--- src/rtl/muldiv_sequencer.sv ---
// muldiv_sequencer: iterative RV32M multiply/divide unit for an in-order core.
// The multiplier is a radix-2 shift-add and the divider is a restoring divider.
// Both work on operand magnitudes over 32 iterations, and the sign is fixed up
// at the end. Divide-by-zero and signed overflow skip the iterations.
// Compile-time option: define MULDIV_DIVIDE_EN to build the divide/remainder
// datapath. Without it, funct3[2]=1 completes at once with result 0 and
// raises illegal together with done.
module muldiv_sequencer #(
  parameter int XLEN = 32
) (
  input  logic            clk,
  input  logic            rst,
  input  logic            start,
  input  logic [2:0]      funct3,
  input  logic [XLEN-1:0] src_a,
  input  logic [XLEN-1:0] src_b,
  input  logic            flush,
  output logic            stall,
  output logic            busy,
  output logic            done,
  output logic [XLEN-1:0] result,
  output logic            illegal
);

  typedef enum logic [1:0] {IDLE, RUN, FIN} state_t;

  state_t              state;
  logic [4:0]          count;
  logic [2:0]          op_q;
  logic                neg_q;      // product / quotient must be negated
  logic [XLEN-1:0]     b_mag;
  logic [2*XLEN-1:0]   acc;        // {high/remainder, low/quotient} working pair
`ifdef MULDIV_DIVIDE_EN
  logic                neg_r;      // remainder must be negated
`endif

  logic                signed_a_in, signed_b_in, a_neg_in, b_neg_in;
  logic [XLEN-1:0]     a_mag_in, b_mag_in;
  logic                fast_in;
  logic [XLEN-1:0]     fast_result;
  logic [XLEN:0]       mul_sum;
  logic [2*XLEN-1:0]   next_acc;
  logic [2*XLEN-1:0]   prod;
  logic [XLEN-1:0]     final_result;
  logic                ill_op;
`ifdef MULDIV_DIVIDE_EN
  logic [XLEN:0]       rem_shift, diff;
  logic [2*XLEN-1:0]   div_next;
`endif

  // Pipeline hold: the request cycle itself plus every iteration cycle.
  assign stall = ((state == IDLE) && start) || (state == RUN);
  assign busy  = (state != IDLE);

  // Operand conditioning, fast-path detection and one iteration step.
  always_comb begin
    // NOTE: every signal gets a default first so no path can infer a latch.
    signed_a_in  = !(funct3 inside {3'b011, 3'b101, 3'b111});
    signed_b_in  = funct3 inside {3'b000, 3'b001, 3'b100, 3'b110};
    a_neg_in     = signed_a_in && src_a[XLEN-1];
    b_neg_in     = signed_b_in && src_b[XLEN-1];
    a_mag_in     = a_neg_in ? ('0 - src_a) : src_a;
    b_mag_in     = b_neg_in ? ('0 - src_b) : src_b;
    fast_in      = 1'b0;
    fast_result  = '0;
`ifdef MULDIV_DIVIDE_EN
    if (funct3[2] && (src_b == '0)) begin
      fast_in     = 1'b1;
      fast_result = funct3[1] ? src_a : '1;
    end else if (funct3[2] && !funct3[0] && (src_a == 32'h8000_0000) &&
                 (src_b == 32'hFFFF_FFFF)) begin
      fast_in     = 1'b1;
      fast_result = funct3[1] ? '0 : 32'h8000_0000;
    end
    ill_op = 1'b0;
`else
    fast_in = funct3[2];
    ill_op  = op_q[2];
`endif

    // Shift-add step: add the multiplicand when the low bit is set, shift right.
    mul_sum  = {1'b0, acc[2*XLEN-1:XLEN]} + {1'b0, (acc[0] ? b_mag : '0)};
    next_acc = {mul_sum, acc[XLEN-1:1]};
`ifdef MULDIV_DIVIDE_EN
    // Restoring step: shift in the next dividend bit and subtract if it fits.
    rem_shift = acc[2*XLEN-1:XLEN-1];
    diff      = rem_shift - {1'b0, b_mag};
    div_next  = diff[XLEN] ? {rem_shift[XLEN-1:0], acc[XLEN-2:0], 1'b0}
                           : {diff[XLEN-1:0],      acc[XLEN-2:0], 1'b1};
    if (op_q[2]) next_acc = div_next;
`endif

    // Sign fix-up and result selection taken from the final iteration.
    prod         = neg_q ? ('0 - next_acc) : next_acc;
    final_result = (op_q[1:0] == 2'b00) ? prod[XLEN-1:0] : prod[2*XLEN-1:XLEN];
`ifdef MULDIV_DIVIDE_EN
    if (op_q[2]) begin
      if (op_q[1])
        final_result = neg_r ? ('0 - next_acc[2*XLEN-1:XLEN]) : next_acc[2*XLEN-1:XLEN];
      else
        final_result = neg_q ? ('0 - next_acc[XLEN-1:0]) : next_acc[XLEN-1:0];
    end
`endif
  end

  // Control FSM with registered done/illegal/result and the datapath registers.
  always_ff @(posedge clk or posedge rst) begin
    // NOTE: the datapath registers are reset too; they are few and it keeps
    // the whole block in one clean asynchronous-reset process.
    if (rst) begin
      state   <= IDLE;
      count   <= '0;
      op_q    <= '0;
      neg_q   <= 1'b0;
      b_mag   <= '0;
      acc     <= '0;
      result  <= '0;
      done    <= 1'b0;
      illegal <= 1'b0;
`ifdef MULDIV_DIVIDE_EN
      neg_r   <= 1'b0;
`endif
    end else begin
      // NOTE: non-blocking assignments throughout so every register sees the
      // pre-edge values, independent of statement order.
      done    <= 1'b0;
      illegal <= 1'b0;
      unique case (state)
        IDLE: begin
          if (start && !flush) begin
            op_q  <= funct3;
            neg_q <= a_neg_in ^ b_neg_in;
            b_mag <= b_mag_in;
            acc   <= {{XLEN{1'b0}}, a_mag_in};
            count <= '0;
`ifdef MULDIV_DIVIDE_EN
            neg_r <= a_neg_in;
`endif
            if (fast_in) begin
              result <= fast_result;
              state  <= FIN;
            end else begin
              state  <= RUN;
            end
          end
        end
        RUN: begin
          if (flush) begin
            state <= IDLE;
            count <= '0;
          end else begin
            acc   <= next_acc;
            count <= count + 5'd1;
            if (count == 5'd31) begin
              result <= final_result;
              state  <= FIN;
            end
          end
        end
        FIN: begin
          state <= IDLE;
          if (!flush) begin
            done    <= 1'b1;
            illegal <= ill_op;
          end
        end
        default: state <= IDLE;
      endcase
    end
  end

endmodule

--- config.mk ---
export PLATFORM = sky130hd
export DESIGN_NAME = muldiv_sequencer
export DESIGN_NICKNAME = d
export VERILOG_FILES = /design/src/rtl/muldiv_sequencer.sv
export SDC_FILE = /design/constraint.sdc
export NUM_CORES = 1
export LEC_CHECK = 0
export BUFFER_PORTS_ARGS = -buffer_cell sky130_fd_sc_hd__clkbuf_2
export CAP_MARGIN = 20
export CORE_ASPECT_RATIO = 0.5
export CORE_MARGIN = 1.5
export CORE_UTILIZATION = 40
export CTS_BUF_LIST = sky130_fd_sc_hd__clkbuf_8
export CTS_CLUSTER_SIZE = 16
export DETAILED_ROUTE_END_ITERATION = 10
export RECOVER_POWER = 25
export SETUP_SLACK_MARGIN = 0.2
export SLEW_MARGIN = 20
export SYNTH_ARGS = -nofsm -noshare
export SYNTH_HDL_FRONTEND = slang
export SYNTH_SLANG_ARGS = --single-unit
--- constraint.sdc ---
create_clock -name clk -period 4.8 [get_ports clk]
set_clock_uncertainty 0.05 [all_clocks]
set_input_delay 0.96 -clock clk [delete_from_list [all_inputs] [get_ports clk]]
set_output_delay 0.96 -clock clk [all_outputs]
set_load 0.005 [all_outputs]
Word-level counts from Yosys, hierarchy flattened
Index checks and enable logic that the tools add are counted.
{ "word_totals": {"in_bits": 71, "regBits": 141, "output_inout_bits": 36, "wordCells": 73} }
{ "op_classes": {"reduce_logical": 19, "n_addsub": 5, "muxes": 25, "eq_ne": 14, "bitwise_logic": 1} }
{ "op_table": {"columns": ["cell", "count"], "rows": [
  ["$mux W32", 8],
  ["$mux W64", 3],
  ["$pmux W64 S2", 1],
  ["$pmux W32 S2", 1],
  ["$sub A1 B32 Y32 const A", 2],
  ["$sub A1 B64 Y64 const A", 1],
  ["$add A32 B32 Y33", 1],
  ["$eq A3 B3 Y1 const B", 4],
  ["$mux W5", 2],
  ["$pmux W5 S2", 1],
  ["$mux W2", 4],
  ["$reduce_and A2 Y1", 3],
  ["$add A5 B1 Y5 const B", 1],
  ["$eq A5 B5 Y1 const B", 1],
  ["$reduce_and A5 Y1", 1],
  ["$logic_and A1 B1 Y1", 4],
  ["$logic_not A2 Y1", 2],
  ["$mux W1", 4],
  ["$ne A2 B1 Y1 const B", 2],
  ["$ne A2 B2 Y1 const B", 2],
  ["$pmux W2 S2", 1],
  ["$reduce_bool A2 Y1", 2],
  ["$reduce_bool A4 Y1", 1],
  ["$eq A3 B1 Y1 const B", 1],
  ["10 further kinds", 11]
]} }

Depth between registers and ports, before layout
Gate-level depths: netlist of the first run.
{ "depth": {"depth_word": 8, "depth_mapped": 14, "depth_no_buf": 13} }

Least setup slack after synthesis of the first run
OpenSTA, ideal clock, no wires.
{ "synth_timing": {"kind": "register to register", "from": "register acc[0]", "to": "register result[30]", "t_required_ns": 4.610, "arrival_ns": 4.179, "n_path_buf": 1, "setup_time_ns": 0.140, "path_slack_ns": 0.431, "stages_incl_launch_ff": 14, "period_less_slack_ns": 4.369, "cell_sequence": "dfrtp_1 > clkbuf_1 > and2_1 > ha_1 > fa_1 > xor2_1 > or3_1 > or4_1 > or4_4 > nor4b_2 > nand4_2 > o41ai_2 > xor2_1 > o221ai_1"} }
{ "synth_via": {"elab_chain_len": 8} }
{ "synth_lines": {"columns": ["element", "line", "source"], "rows": [
  ["from (decl)", "32", "logic [2*XLEN-1:0] acc;"],
  ["from (signal assigned)", "134", "acc <= {{XLEN{1'b0}}, a_mag_in};"],
  ["from (signal assigned)", "152", "acc <= next_acc;"],
  ["$mux W32 *", "82", "mul_sum = {1'b0, acc[2*XLEN-1:XLEN]} + {1'b0, (acc[0] ? b_mag : '0)};"],
  ["$add A32 B32 Y33 *", "82", null],
  ["$sub A1 B64 Y64", "94", "prod = neg_q ? ('0 - next_acc) : next_acc;"],
  ["$mux W64 *", "94", null],
  ["$mux W32 *", "95", "final_result = (op_q[1:0] == 2'b00) ? prod[XLEN-1:0] : prod[2*XLEN-1:XLEN];"],
  ["$mux W32 *", "154", "if (count == 5'd31) begin"],
  ["$mux W32 *", "148", "if (flush) begin"],
  ["$pmux W32 S2 *", "128", "unique case (state)"],
  ["to (signal assigned)", "140", "result <= fast_result;"],
  ["to (signal assigned)", "155", "result <= final_result;"],
  ["to (decl)", "21", "output logic [XLEN-1:0] result,"]
]} }
Mark *: on every way between the ends. The rest lies on a longest branch, timed or not. The select of a mux whose other input is x is not followed.
A chain may end at the register's enable or synchronous reset.

Worst setup path after layout of the first run
{ "layout_timing": {"from": "register acc[0]", "to": "register result[22]"} }
Same word-level chain as after synthesis.

==> results.cfg, run 1 <==
[run_status]
status = finished, violations left
failed_checks = max-capacitance violations, max-slew violations

[power_and_ir_drop]
p_int_mw = 2.471
power.share.clock_pct = 23.7
p_per_area_mw_per_mm2 = 359.1
seqPwrFrac_pct = 37.1
vdd_drop_max_mv = 0.2014
switchingPower_mw = 1.774
combPwrFrac_pct = 39.2
p_leak_nw = 5.192
power_mw = 4.244
switching_share_pct = 41.79

[route]
wl_per_cell_um = 18.38
drc = 0
vias = 9913
drt-initial-drc-count = 807
ant_nets = 0
vias_per_cell = 5.723
drt_pass1_iterations = 5
drt-total-wl_mm = 31.83

[placement]
preCtsSetupSlack_ns = 0.2971
placed_cells = 1698
numPortBuffers = 106
dpl_cell_area_mm2 = 0.01135
hpwl_mm = 23.67
gp_congestion = 0.9297

[floorplanning]
die_w_um = 232.5
die_h_um = 117.8
io-pin-count = 107
core-area_mm2 = 0.02555
start_util_pct = 41.23
num_rows = 41
die_area_mm2 = 0.02738

[global_route]
grtUsageTotal_pct = 23.41
antenna_found_initial = 0
grt_pass1_vias = 9292
grt_pass1_wl_mm = 50.60
gr-total-overflow = 0
grt_max_degree = 142

[yosys]
ys_dominant_reg_cell = dfrtp_1
syn_inst = 1302
ys_async_sr_fraction_pct = 100.0
yosysWarnings = 0
synth_seq_cells = 141
post_synth.cell_area_avg_um2 = 8.091
synth_nets = 1411
yosysSeqAreaShare_pct = 33.50
synth_edf_count = 0
synth.cell_area_mm2 = 0.01053
synth_cell_types = 75

[critical_path]
reg2reg_from = acc[0]
r2r-end = result[22]
required_ns = 5.08
rrSetupSlack_ns = 0.36
worstPathArrival_ns = 4.73
path_max_fanout = 4
crit_path_start_kind = flop
critPathKind = flop to flop
reg2reg_depth = 13
end_kind = flop

[hold_path]
hp-start = result[3]
hold_end = result[3]
hp-class = flop to flop
min_path_cells = 2

[flow_run]
max_cap_violations = 1

[timing]
tightest_slew_ns = 3.215
setup_tns_ns = 0
finalHoldWorstSlack_ns = 0.4381
maxSlewViolCount = 142
worst_slack_ns = 0.3552
fmax_mhz = 225.0
finalCriticalPeriod_ns = 4.445
rsz0062_at_grt = false
period_share_pct = 92.60
hold_viol = 0
finalSetupViolCount = 0
maxSlewHeadroom_pct = -114.4

[clocking]
htreeDepth = 4
tritoncts = built
cts-buffers-inserted = 17
clk_latency_ns = 0.48
path_clk_slew_ns = 0.09
clk_path_buf_depth = 2
cts_root_buffer = clkbuf_8
postCtsHoldBufs = 0
cts.sinks = 141

[final_layout]
layout-drive-gt1-share_pct = 14.05
final_area_mm2 = 0.01182
num-nets-final = 1484
diodes = 0
syn2layout_area_growth_pct = 12.20
final_common_cell = nand2_1
layout_common_cells = 182 x nand2_1, 159 x o21ai_0, 141 x dfrtp_1, 116 x a21oi_1, 104 x clkbuf_2
finalNonFillerCells = 1732
fin_util_pct = 46.26
cell type report:
type                    instances  area [µm²]
clock buffers                  17       234.0
clock inverters                15       161.4
fillers                      2530       13730
inverters                      22       86.33
multi-input cells            1068        6710
flip-flops and latches        141        3528
well taps                     344       430.4
repair buffers                125       668.1
worst max-delay path by stage:
| stage | slack (ns) | cells past startpoint | to | startpoint |
|---|---|---|---|---|
| after detailed placement | 0.30 | 13 | result[29] | acc[0] |
| after CTS | 0.23 | 13 | result[30] | acc[0] |
| after global placement | 0.33 | 12 | result[30] | acc[0] |
| final | 0.36 | 13 | result[22] | acc[0] |
| after global routing | 0.20 | 13 | result[29] | acc[0] |
| after floorplan | 0.43 | 13 | result[30] | acc[0] |
cells in the mapped netlist, types with 3 or more instances:
master / count / area share [%]
a211oi_1: 8 / 0.57
a21o_1: 10 / 0.71
a21oi_1: 118 / 5.6
a22o_1: 25 / 2.1
a311oi_1: 4 / 0.33
a31oi_1: 5 / 0.30
and2_1: 41 / 2.4
and3_1: 5 / 0.30
and3b_1: 3 / 0.25
clkbuf_1: 64 / 2.3
dfrtp_1: 141 / 33
ha_1: 37 / 4.4
inv_1: 22 / 0.78
mux2i_1: 6 / 0.57
nand2_1: 182 / 6.5
nand2b_1: 6 / 0.36
nand3_1: 19 / 0.90
nand3b_1: 5 / 0.36
nand4_1: 11 / 0.65
nor2_1: 91 / 3.2
nor2b_1: 7 / 0.42
nor3_1: 22 / 1.0
nor3b_1: 4 / 0.29
nor4_1: 10 / 0.59
o211ai_1: 12 / 0.86
o21a_1: 4 / 0.29
o21ai_0: 160 / 7.6
o21ai_1: 3 / 0.14
o21bai_1: 5 / 0.36
o221ai_1: 15 / 1.2
o31ai_1: 20 / 1.4
o41ai_1: 15 / 1.2
or2_1: 3 / 0.18
or2_2: 8 / 0.48
or3_1: 15 / 0.89
or4_1: 12 / 0.86
xnor2_1: 62 / 5.2
xor2_1: 76 / 6.3
registers in the layout (all words and copies together) (netlist names):
register and cells:
done 1, b_mag 32, neg_q 1, result 32, acc 64, op_q 3
count 5, illegal 1, state 2
metal layers:
layer / up-vias / GRT usage, % / wire, µm
met2: 269 / 33.07 / 13330
met3: 34 / 4.554 / 1835
li1: 4831 / - / -
met5: - / 0 / 0
met1: 4779 / 35.93 / 16210
met4: 0 / 5.968 / 459
cell families (layout without fill, tap and decap cells):
logic type / Yosys count / count (layout) / share of synthesized area (%)
XOR/XNOR: 138 / 138 / 11.47
flip-flops: 141 / 141 / 33.50
multiplexers: 7 / 7 / 0.6771
AO/OA/AOI/OAI: 428 / 428 / 25.16
buffers and inverters: 93 / 179 / 3.611
adder cells (fa/ha/maj): 38 / 38 / 4.585
AND/OR/NAND/NOR: 457 / 457 / 21.00
repair_timing:
| item | 4_1_cts | 5_1_grt |
|---|---|---|
| gates resized for setup | 0 | 18 |
| setup endpoints to repair | 0 | 10 |
| buffers inserted | 0 | 2 |
power by group through the flow:
stage,combinational [mW],sequential [mW],clock [mW]
finish,1.66,1.57,1.01
global route,1.84,1.60,1.08
CTS,1.61,1.57,1.03
detailed placement,1.59,1.59,0
global placement,1.57,1.59,0
floorplan,1.21,1.50,0
worst max-delay path: stages, from the launching register on:
cell and delay (ns):
dfrtp_1 0.41, and2_1 0.15, ha_1 0.22, fa_1 0.43
xor2_1 0.21, or3_1 0.38, or4_4 0.59, or4_4 0.58
nor4b_4 0.32, nand4_2 0.21, buf_4 0.21, o21ai_0 0.18
xor2_1 0.23, o221ai_1 0.14
(Power assumes the default switching activity.)
==> inputs of run 2 (changes only) <==
--- a/config.mk
+++ b/config.mk
@@ -5,6 +5,7 @@
 export SDC_FILE = /design/constraint.sdc
 export NUM_CORES = 1
 export LEC_CHECK = 0
+export ABC_AREA = 1
 export BUFFER_PORTS_ARGS = -buffer_cell sky130_fd_sc_hd__clkbuf_2
 export CAP_MARGIN = 20
 export CORE_ASPECT_RATIO = 0.5
@@ -13,6 +14,7 @@
 export CTS_BUF_LIST = sky130_fd_sc_hd__clkbuf_8
 export CTS_CLUSTER_SIZE = 16
 export DETAILED_ROUTE_END_ITERATION = 10
+export MAX_ROUTING_LAYER = met4
 export RECOVER_POWER = 25
 export SETUP_SLACK_MARGIN = 0.2
 export SLEW_MARGIN = 20
==> run 2 against run 1 <==
Net effect:
- the run still ends with max-capacitance violations, max-slew violations left
- maximum frequency is 17% higher
- clock power hardly changed
- critical path depth is 6 higher
- sequential share of layout area fell by 3.4 points
- count of clock-buffer cells in the layout grew 1
- sequential cell count is the same
- final area grew 13%
- final cell count rose by 40%
- synthesized area increased by 14%
- combinational power grew 95%
- critical path type unchanged
- critical endpoint is now result[23]
==> results.cfg, run 2 <==
[yosys]
synth_cell_types = 47
yosysMostFrequentCell = nand2_1
ys_dominant_reg_cell = dfrtp_1
synth_nets = 2055
yosysTopAreaCell = dfrtp_1
synthTopCellsByArea = dfrtp_1 29%, nand2_1 19%, inv_1 8.4%
syn_inst = 1946
post_synth.cell_area_avg_um2 = 6.182
yosysSeqAreaShare_pct = 29.33
ys_top_cells_by_count = 622 x nand2_1, 270 x inv_1, 180 x o21ai_0, 165 x nor2_1, 141 x dfrtp_1
synth_top_area_share_pct = 29.33
synth_edf_count = 0
ys_async_sr_fraction_pct = 100.0
synth.cell_area_mm2 = 0.01203
yosysWarnings = 0
synth_seq_cells = 141

[run_status]
status = finished, violations left
failed_checks = max-capacitance violations, max-slew violations

[placement]
dpl_cell_area_mm2 = 0.01292
numPortBuffers = 106
preCtsSetupSlack_ns = 1.035
hpwl_mm = 30.94
gp_congestion = 0.9661
placed_cells = 2399

[timing]
worst_slack_ns = 0.9897
finalCriticalPeriod_ns = 3.810
setup_tns_ns = 0
period_share_pct = 79.38
finalSetupViolCount = 0
maxSlewViolCount = 34
maxSlewHeadroom_pct = -26.42
tightest_slew_ns = 1.886
fmax_mhz = 262.4
hold_viol = 0
rsz0062_at_grt = false

[global_route]
grt_pass1_vias = 11650
grt_pass1_wl_mm = 62.80
grt_max_degree = 71
antenna_found_initial = 0
grtUsageTotal_pct = 26.76
gr-total-overflow = 0

[critical_path]
crit_path_top_delay_cell = dfrtp_1
reg2reg_depth = 19
path_max_fanout = 33
required_ns = 5.15
path_delay_family = simple AND/OR/NAND/NOR gates
crit_path_start_kind = flop
end_kind = flop
cpPeakStageDelay_ns = 0.99
critPathKind = flop to flop
worstPathCellList = nand2_1, inv_1, ha_1, fa_1, nand2_1, nand3_1, nand3_1, nand2_2, nand2_1, nand2_2, nand3_1, nor3_2, nand3_2, nand2_1, nand2_1, nand2_1, nand3_1, nand3_1, nand2_1
reg2reg_from = acc[0]
crit_top_cell = nand2_1
rrSetupSlack_ns = 0.99
r2r-end = result[23]
crit_buf_inv = 1
worstPathArrival_ns = 4.16

[clocking]
cts_resized = 0
postCtsHoldBufs = 0
clk_latency_ns = 0.51
cts_root_buffer = clkbuf_8
path_clk_slew_ns = 0.09
post_cts_buffers = 0
tritoncts = built
cts-buffers-inserted = 17
htreeDepth = 4
clk_path_buf_depth = 2
cts.sinks = 141

[floorplanning]
die_area_mm2 = 0.03119
die_w_um = 248.3
start_util_pct = 41.08
io-pin-count = 107
num_rows = 44
die_h_um = 125.6
core-area_mm2 = 0.02929

[final_layout]
final_common_cell = nand2_1
finalNonFillerCells = 2432
layout_common_cells = 621 x nand2_1, 268 x inv_1, 180 x o21ai_0, 164 x nor2_1, 140 x dfrtp_1
diodes = 0
num-nets-final = 2137
fin_util_pct = 45.55
layout-drive-gt1-share_pct = 11.42
final_area_mm2 = 0.01334
largest_reg_flops = 64
regMostFlops = acc
top_regs = acc (64), b_mag (32), result (32)
syn2layout_area_growth_pct = 10.90

[hold_path]
hp-start = result[21]
hp-class = flop to flop
min_path_cells = 2
hold_end = result[21]

[route]
drt-initial-drc-count = 1093
drt_pass1_iterations = 5
vias_per_cell = 5.181
vias = 12600
drc = 0
drt-total-wl_mm = 38.95
ant_nets = 0
wl_per_cell_um = 16.01

[power_and_ir_drop]
vdd_drop_max_mv = 0.2409
p_per_area_mw_per_mm2 = 447.8
p_leak_nw = 7.216

[flow_run]
max_cap_violations = 1
==> run 2: worst max-delay path by stage <==
| stage | to | depth (start not counted) | from |
|---|---|---|---|
| floorplan | result[30] | 23 | acc[0] |
| global placement | result[9] | 17 | acc[0] |
| detailed placement | result[23] | 16 | acc[0] |
| CTS | result[23] | 16 | acc[0] |
| global route | result[9] | 17 | acc[0] |
| finish | result[23] | 19 | acc[0] |
==> run 2: layout make-up <==
class | count | area, µm²
Timing Repair Buffer | 119 | 666.9
Clock inverter | 14 | 151.4
Fill cell | 3226 | 15950
Tap cell | 391 | 489.2
Inverter | 276 | 1037
Sequential cell | 141 | 3530
Clock buffer | 18 | 247.7
Multi-Input combinational cell | 1473 | 7219
==> run 2: power breakdown <==
group | switching (mW) | internal [mW] | total [mW] | leakage, nW
clock network | 0.546 | 0.440 | 0.986 | 0.189
registers | 0.271 | 1.49 | 1.76 | 1.84
logic | 2.23 | 1.00 | 3.23 | 5.19
==> run 2: cell families after synthesis <==
logic type / share of synthesized area (%)
adder cells (fa/ha/maj): 4.015
AND/OR/NAND/NOR: 37.49
XOR/XNOR: 2.767
AO/OA/AOI/OAI: 15.69
buffers and inverters: 10.70
flip-flops: 29.33
==> run 2: worst min-delay path: stages (launching register included) <==
cell	delay, ns
dfrtp_1	0.36
nand2_1	0.05
nand2_1	0.05
==> run 2: per-layer routing <==
layer	track usage (%)	wire length (µm)	vias up
met3	4.753	2673	43
met2	38.01	16180	384
met4	8.505	919	0
li1	-	-	6415
met5	-	0	-
met1	38.31	19170	5757
==> run 2: stage by stage <==
| step | power [mW] | hold slack (ns) |
|---|---|---|
| 3_5_place_dp | 4.920 | 0.4162 |
| 4_1_cts | 5.929 | 0.4411 |
| 6_report | 5.975 | 0.4382 |
| 3_3_place_gp | 4.905 | 0.4140 |
| 5_1_grt | 6.481 | 0.4632 |
| 2_1_floorplan | 3.947 | 0.3956 |
==> inputs of run 3 (changes only) <==
==> constraint.sdc (replaced) <==
create_clock -name clk -period 3.95 [get_ports clk]
set_clock_uncertainty 0.05 [all_clocks]
set_input_delay 0.79 -clock clk [delete_from_list [all_inputs] [get_ports clk]]
set_output_delay 0.79 -clock clk [all_outputs]
set_load 0.005 [all_outputs]
==> run 3 against run 2 <==
Net effect:
- the flow now finishes without violations
- routed wire length rose by 1.4%
- maximum frequency rose by 10%
- via count rose by 1.2%
- total power rose by 24%
- register-to-register slack got worse by 0.50 ns
- hold slack improved by 0.00095 ns
- critical endpoint is now result[28]
- largest cell class unchanged
- largest power group unchanged
==> results.cfg, run 3 (synthesis results as in run 2) <==
[timing]
finalCriticalPeriod_ns = 3.462
hold_viol = 0
tightest_slew_ns = 1.411
maxSlewViolCount = 0
maxSlewHeadroom_pct = 5.440
setup_tns_ns = 0
finalSetupViolCount = 0
rsz0062_at_grt = false
period_share_pct = 87.64
fmax_mhz = 288.9
finalHoldWorstSlack_ns = 0.4392
worst_slack_ns = 0.4884

[final_layout]
largest_reg_flops = 64
finalNonFillerCells = 2435
nFillCells = 3145
fin_util_pct = 45.69
syn2layout_area_growth_pct = 11.24
diodes = 0
top_regs = acc (64), b_mag (32), result (32)
layout_common_cells = 621 x nand2_1, 269 x inv_1, 178 x o21ai_0, 164 x nor2_1, 139 x dfrtp_1
regMostFlops = acc
multiInputGateArea_mm2 = 0.007219
seq_area_mm2 = 0.003531
layout-drive-gt1-share_pct = 11.59
num-nets-final = 2140
final_common_cell = nand2_1

[hold_path]
hold_end = result[16]
min_path_cells = 2
hp-class = flop to flop
hp-start = result[16]

[clocking]
clk_path_buf_depth = 2
cts.sinks = 141
htreeDepth = 4
cts-buffers-inserted = 17
clk_latency_ns = 0.52
path_clk_slew_ns = 0.10
cts_root_buffer = clkbuf_8
postCtsHoldBufs = 0
tritoncts = built

[power_and_ir_drop]
p_leak_nw = 7.245
p_per_area_mw_per_mm2 = 554.8
vdd_drop_max_mv = 0.3003

[critical_path]
crit_path_start_kind = flop
reg2reg_from = acc[0]
end_kind = flop
crit_top_cell = nand2_1
crit_path_top_delay_cell = dfrtp_2
reg2reg_depth = 21
required_ns = 4.32
critPathKind = flop to flop
worstPathArrival_ns = 3.83
r2r-end = result[28]
worstPathCellList = nand2_1, inv_1, ha_1, fa_1, nand3_1, nand3_2, nand2_1, nand2_2, or2_1, nand2_2, nand2_1, inv_1, nand3_1, nor2_1, nand3_1, nand2_1, nand2_1, nand2_1, nand3_1, nand2_1, nand2_1
rrSetupSlack_ns = 0.49
cpPeakStageDelay_ns = 0.52
path_max_fanout = 12
path_delay_family = simple AND/OR/NAND/NOR gates
crit_buf_inv = 2

[route]
ant_nets = 0
vias_per_cell = 5.237
vias = 12750
drt-initial-drc-count = 1206
wl_per_cell_um = 16.22
drt_pass1_iterations = 5
drc = 0
drt-total-wl_mm = 39.51

[global_route]
gr-total-overflow = 0
grt_max_degree = 71
grtUsageTotal_pct = 27.03
grt_pass1_vias = 11710
antenna_found_initial = 0
grt_pass1_wl_mm = 63.63

[placement]
hpwl_mm = 30.96
preCtsSetupSlack_ns = 0.3940
placed_cells = 2401
numPortBuffers = 106
gp_congestion = 0.9875

[floorplanning]
num_rows = 44
die_h_um = 125.6
die_w_um = 248.3
start_util_pct = 41.08
die_area_mm2 = 0.03119
core-area_mm2 = 0.02929
io-pin-count = 107

[flow_run]
max_cap_violations = 0

[run_status]
status = finished clean
-- run 3: stage by stage --
step	instance area, µm²	power [mW]
finish	13380	7.424
global route	13380	8.028
detailed placement	12950	6.004
floorplan	12030	4.797
CTS	13390	7.369
global placement	12950	6.003
-- run 3: worst max-delay path by stage --
stage | startpoint | to | slack (ns) | depth (start not counted)
floorplan | acc[0] | result[30] | 0.96 | 23
global placement | acc[0] | result[12] | 0.33 | 19
detailed placement | acc[0] | result[12] | 0.39 | 19
CTS | acc[0] | result[12] | 0.39 | 19
global route | acc[0] | result[9] | 0.20 | 17
finish | acc[0] | result[28] | 0.49 | 21
-- run 3: worst register-to-register path: cells and delay by family (launching register included) --
| kind | cells | cell delay, ns |
|---|---|---|
| flip-flops | 1 | 0.52 |
| buffers and inverters | 2 | 0.13 |
| AND/OR/NAND/NOR | 17 | 1.97 |
| adder cells (fa/ha/maj) | 2 | 0.68 |
-- run 3: what timing repair did --
action	in CTS	in global routing
buffers inserted	0	2
setup endpoints to repair	0	13
gates resized for setup	0	3
-- run 3: cell type report --
class,instances,area share (%)
well taps,391,3.656
clock buffers,17,1.748
multi-input cells,1473,53.95
inverters,276,7.751
repair buffers,122,5.021
flip-flops and latches,141,26.38
clock inverters,15,1.496
-- run 3: power breakdown --
part	internal [mW]	switching, mW
Clock	0.646	0.692
Sequential	1.81	0.325
Combinational	1.23	2.72
-- run 3: routing by layer --
metal  up-vias  GRT usage [%]  wire length [µm]
li1       6426              -                 -
met1      5860          39.05             19430
met2       411          38.07             16320
met3        54          4.625              2646
met4         0          8.646              1104
met5         -              -                 0
